<file path="src/rtl/pipe_flow_ctrl.sv">
// Fetch-PC generation and pipeline flow control: it owns the stage valid/PC
// registers and arbitrates memory stall, load-use interlock and redirect.

module pipe_flow_stage #(
  parameter int XLEN = 32
) (
  input  logic            clk,
  input  logic            rst,
  input  logic            en,
  input  logic            vld_in,
  input  logic [XLEN-1:0] pc_in,
  output logic            vld_q,
  output logic [XLEN-1:0] pc_q
);
  logic            vld_d;
  logic [XLEN-1:0] pc_d;

  always_comb begin
    vld_d = vld_q;
    pc_d  = pc_q;
    if (rst) begin
      vld_d = 1'b0;
      pc_d  = '0;
    end else if (en) begin
      vld_d = vld_in;
      pc_d  = pc_in;
    end
  end

  always_ff @(posedge clk) begin
    vld_q <= vld_d;
    pc_q  <= pc_d;
  end
endmodule

module pipe_flow_ctrl #(
  parameter int               XLEN       = 32,
  parameter int               STAGES     = 3,
  parameter logic [XLEN-1:0]  RESET_VEC  = 'h4000_0000,
  parameter int               HAZ_CYCLES = 1,
  parameter int               CNT_W      = 32
) (
  input  logic                     clk,
  input  logic                     rst,
  input  logic                     ext_stall,
  input  logic                     redirect_valid,
  input  logic [XLEN-1:0]          redirect_target,
  input  logic                     haz_req,
  output logic [XLEN-1:0]          pc,
  output logic                     fetch_en,
  output logic [STAGES-1:0]        stage_en,
  output logic [STAGES-1:0]        stage_valid,
  output logic [STAGES*XLEN-1:0]   stage_pc,
  output logic                     haz_busy,
  output logic [CNT_W-1:0]         cyc_cnt,
  output logic [CNT_W-1:0]         ret_cnt,
  output logic [CNT_W-1:0]         stl_cnt
);
  localparam int HW = 3;

  logic                           adv, intlk, redir;
  logic [XLEN-1:0]                pc_d, pc_q;
  logic                           haz_busy_d, haz_busy_q;
  logic [HW-1:0]                  haz_cnt_d, haz_cnt_q;
  logic [CNT_W-1:0]               cyc_d, cyc_q, ret_d, ret_q, stl_d, stl_q;
  logic [STAGES-1:0]              stg_vld_in;
  logic [STAGES-1:0][XLEN-1:0]    stg_pc_in;
  logic [STAGES-1:0][XLEN-1:0]    spc;

  // Stall dominates everything; an interlock masks any redirect in the same cycle.
  always_comb begin
    adv      = !ext_stall;
    intlk    = adv && (haz_req || haz_busy_q);
    redir    = adv && !intlk && redirect_valid;
    fetch_en = !rst && adv && !intlk;
    stage_en = '0;
    if (!rst && adv) begin
      stage_en    = '1;
      stage_en[0] = !intlk;
    end
  end

  always_comb begin
    pc_d = pc_q;
    if (rst)           pc_d = RESET_VEC;
    else if (redir)    pc_d = redirect_target & ~XLEN'(3);
    else if (fetch_en) pc_d = pc_q + XLEN'(4);
  end

  // Stage 1 takes the fetched PC (squashed on redirect); stage 2 takes a
  // bubble while interlocked, still shifting the PC so it stays deterministic.
  always_comb begin
    stg_vld_in[0] = !redir;
    stg_pc_in[0]  = pc_q;
    for (int k = 1; k < STAGES; k++) begin
      stg_vld_in[k] = stage_valid[k-1];
      stg_pc_in[k]  = spc[k-1];
    end
    if (intlk) stg_vld_in[1] = 1'b0;
  end

  for (genvar k = 0; k < STAGES; k++) begin : g_stage
    pipe_flow_stage #(.XLEN(XLEN)) u_stage (
      .clk    (clk),
      .rst    (rst),
      .en     (stage_en[k]),
      .vld_in (stg_vld_in[k]),
      .pc_in  (stg_pc_in[k]),
      .vld_q  (stage_valid[k]),
      .pc_q   (spc[k])
    );
  end

  // The first interlock cycle loads HAZ_CYCLES-1; busy drops with the last decrement.
  always_comb begin
    haz_busy_d = haz_busy_q;
    haz_cnt_d  = haz_cnt_q;
    if (rst) begin
      haz_busy_d = 1'b0;
      haz_cnt_d  = '0;
    end else if (intlk) begin
      if (!haz_busy_q) begin
        if (HAZ_CYCLES > 1) begin
          haz_busy_d = 1'b1;
          haz_cnt_d  = HW'(HAZ_CYCLES - 1);
        end
      end else begin
        haz_cnt_d  = haz_cnt_q - HW'(1);
        haz_busy_d = (haz_cnt_q != HW'(1));
      end
    end
  end

  always_comb begin
    cyc_d = cyc_q;
    ret_d = ret_q;
    stl_d = stl_q;
    if (rst) begin
      cyc_d = '0;
      ret_d = '0;
      stl_d = '0;
    end else begin
      if (adv)                          cyc_d = cyc_q + CNT_W'(1);
      if (adv && stage_valid[STAGES-1]) ret_d = ret_q + CNT_W'(1);
      if (ext_stall || intlk)           stl_d = stl_q + CNT_W'(1);
    end
  end

  always_ff @(posedge clk) begin
    pc_q       <= pc_d;
    haz_busy_q <= haz_busy_d;
    haz_cnt_q  <= haz_cnt_d;
    cyc_q      <= cyc_d;
    ret_q      <= ret_d;
    stl_q      <= stl_d;
  end

  assign pc       = pc_q;
  assign stage_pc = spc;
  assign haz_busy = haz_busy_q;
  assign cyc_cnt  = cyc_q;
  assign ret_cnt  = ret_q;
  assign stl_cnt  = stl_q;
endmodule
</file>
<file path="config.mk">
export PLATFORM = sky130hd
export DESIGN_NAME = pipe_flow_ctrl
export DESIGN_NICKNAME = d
export VERILOG_FILES = /design/src/rtl/pipe_flow_ctrl.sv
export SDC_FILE = /design/constraint.sdc
export NUM_CORES = 1
export LEC_CHECK = 0
export BUFFER_PORTS_ARGS = -buffer_cell sky130_fd_sc_hd__clkbuf_2
export CAP_MARGIN = 20
export CELL_PAD_IN_SITES_DETAIL_PLACEMENT = 1
export CELL_PAD_IN_SITES_GLOBAL_PLACEMENT = 2
export CORE_AREA = 2 2 178 180
export CTS_CLUSTER_SIZE = 8
export DETAILED_ROUTE_END_ITERATION = 8
export DIE_AREA = 0 0 180 182
export MAX_ROUTING_LAYER = met4
export PLACE_DENSITY_LB_ADDON = 0.1
export SETUP_SLACK_MARGIN = 0.05
export SYNTH_ARGS = -nofsm -noshare
export SYNTH_HDL_FRONTEND = slang
export SYNTH_SLANG_ARGS = --single-unit
</file>
<file path="constraint.sdc">
create_clock -name clk -period 4.15 [get_ports clk]
set_input_delay 0.415 -clock clk [delete_from_list [all_inputs] [get_ports clk]]
set_output_delay 0.415 -clock clk [all_outputs]
set_load 0.05 [all_outputs]
</file>
==> flow_metrics.tcl <==
set metrics [dict create \
    status "completed" \
    postCtsSetupBuffers 0 \
    finalSetupViolCount 0 \
    synth_edf_count 0 \
    finClkSkew_ps 15.58 \
    grt_max_degree 122 \
    slew_headroom 0.4287 \
    grt_usage 0.2010 \
    row_count 65 \
    power_density_nw_per_um2 384.9 \
    place_hpwl_mm 22.53 \
    dieWidth_microns 180 \
    end_kind "primary output" \
    async_reset_ff_frac 0 \
    routed_via_density 5.311 \
    synth_cell_types 59 \
    placed_area_sq_um 11570 \
    worstSetupPathType "flop to primary output" \
    crit_path_start_kind "flop" \
    yosysSeqAreaShare 0.4419 \
    coreArea_sq_um 30990 \
    yosys-top-cells-area "dfxtp_1 44%, mux2i_1 6.4%, a21oi_1 4.9%" \
    die_height_microns 182 \
    htreeDepth 1 \
    clock_latency_ps 550 \
    drcViolationCount 0 \
    period_share 0.6216 \
    required_ps 3730 \
    path_max_fanout 6 \
    start_util 0.3261 \
    instances_no_fill 1795 \
    fin_setup_tns_ps 0 \
    synthTopCellsByCount "223 x dfxtp_1, 129 x nor2_1, 108 x nand2_1, 99 x a21oi_1, 71 x clkbuf_1" \
    cts_buffer_depth 3 \
    grt_antenna_before_repair 1 \
    whs_ps 94.34 \
    ir_worst_vdd_mv 0.3635 \
    cts.repair.resized 0 \
    drive_above_1_share 0.2328 \
    wl_per_cell_microns 18.22 \
    vias 9533 \
    sw_frac_of_total 0.2537 \
    cts_buffers 31 \
    path_clk_slew_ps 50 \
    period_minus_slack_ps 2580 \
    syn-cell-area_sq_um 10100 \
    io_buffers 258 \
    area_growth_pct 22.59 \
    grt_pass1_vias 9238 \
    hold_class "input pin to flop" \
    layout.nets 1435 \
    antenna_left 0 \
    total_power_w 0.004767 \
    nFillCells 3703 \
    grt_pass1_wl_mm 52.78 \
    intPower_w 0.003557 \
    root_buffer "clkbuf_16" \
    grt-ovfl-total 0 \
    cts-hold-fix-buffers 0 \
    synthMostInstantiatedCell "dfxtp_1" \
    place.gp.congestion 0.7763 \
    p_switching_w 0.001210 \
    syn_avg_cell_area_sq_um 8.541 \
    synth_largest_area_cell "dfxtp_1" \
    max_freq_mhz 387.6 \
    dr.first_iter.drc_count 481 \
    p_clk_frac 0.461 \
    max_slew.worst_pin.slew_ps 857.0 \
    leakagePower_nw 4.909 \
    rsz0062_at_grt "false" \
    synth_ff_type "dfxtp_1" \
    clock-sinks 223 \
    io_pins 269 \
    synthCells 1183 \
    arrival_ps 2160 \
    stdcell_area_sq_um 12390 \
    p_seq_frac 0.465 \
    hold_violations 0 \
    wirelength_mm 32.71 \
    ys_warn_count 0 \
    die-area_sq_um 32760 \
    cts_tree "built" \
    max-cap-violations 0 \
    placedCellCount 1759 \
    finalMaxSlewViolations 0 \
    synth_seq_cells 223 \
    synth_top_area_frac 0.4419 \
    firstDrtPassIters 4 \
    comb_power_share 0.074 \
]
==> cell usage in the layout, fill, tap and decap left out, drive strengths merged, types with 29 or more instances in the layout <==
master  netlist  final
nand2       108    108
clkbuf       72    290
mux2i        65     65
a21oi        99     99
nand3        41     41
dfxtp       223    223
nand4        50     50
or4          38     38
nor2        129    129
o31ai        36     36
o21ai        29     29
==> state kept, by name (all words and copies together), names as in the netlist <==
| register | count |
|---|---|
| g_stage.u_stage.vld_q | 3 |
| pc | 30 |
| haz_busy | 1 |
| haz_cnt_q | 3 |
| cyc_cnt | 32 |
| stl_cnt | 32 |
| g_stage.u_stage.pc_q | 90 |
| ret_cnt | 32 |
==> power by group through the flow <==
stage / Sequential [W] / Clock [W] / Combinational (W)
after CTS: 0.00222 / 0.00228 / 0.000357
after detailed placement: 0.00226 / 0 / 0.000356
after floorplan: 0.00233 / 0 / 0.000183
after global routing: 0.00222 / 0.00239 / 0.000381
final: 0.00222 / 0.00220 / 0.000351
after global placement: 0.00226 / 0 / 0.000354
==> cell type report <==
cell class                 count  area, sq um  area share
sequential                   223         4464      0.3604
inverter                      19        71.32    0.005758
tap                          402        503.0     0.04061
antenna                        1        2.502   0.0002020
multi-input combinational    844         5136      0.4147
clock inverter                 1        8.758   0.0007071
timing repair buffer         273         1420      0.1147
clock buffer                  32        779.5     0.06294
==> path summary, 6_finish.rpt <==
path	startpoint	endpoint	slack (ps)	depth (start not counted)
max reg2reg	stl_cnt[0]$_SDFFE_PP0P_	stl_cnt[28]$_SDFFE_PP0P_	1730	5
max	haz_busy$_SDFFE_PP0P_	stage_en[0]	1570	3
min reg2reg	g_stage[0].u_stage.pc_q[19]$_SDFFE_PP0P_	g_stage[0].u_stage.pc_q[19]$_SDFFE_PP0P_	470	2
min	redirect_valid	g_stage[0].u_stage.vld_q$_SDFFE_PP0P_	90	2
==> cells by family (layout without fill, tap and decap cells) <==
logic type,count (synthesis),after routing,share of synthesized area
AO/OA/AOI/OAI,224,224,0.1377
XOR/XNOR,38,38,0.03294
adder cells (fa/ha/maj),6,6,0.007430
buffers and inverters,123,325,0.05300
flip-flops,223,223,0.4419
multiplexers,74,74,0.07443
other,1,9,0.0003712
AND/OR/NAND/NOR,494,494,0.2523
==> layer usage <==
layer  global-route usage  vias up  wire length, microns
li1                     -     4683                     -
met1               0.2810     4622                 16170
met2               0.3126      188                 14910
met3              0.02467       40                  1149
met4              0.04098        0                   478
met5                    -        -                     0
==> critical path, stage by stage, from the launching register on <==
cell and delay (ps):
dfxtp_1 350, or3_2 500, nor2_1 400, clkbuf_2 370
==> metrics by stage <==
stage / worst slack, ps / utilization
after global placement: 1264 / 0.3736
final: 1570 / 0.3997
after global routing: 1458 / 0.3997
after floorplan: 1309 / -
after CTS: 1504 / 0.3990
after detailed placement: 1215 / 0.3736
Note: power is estimated with default switching activity, not from simulation.
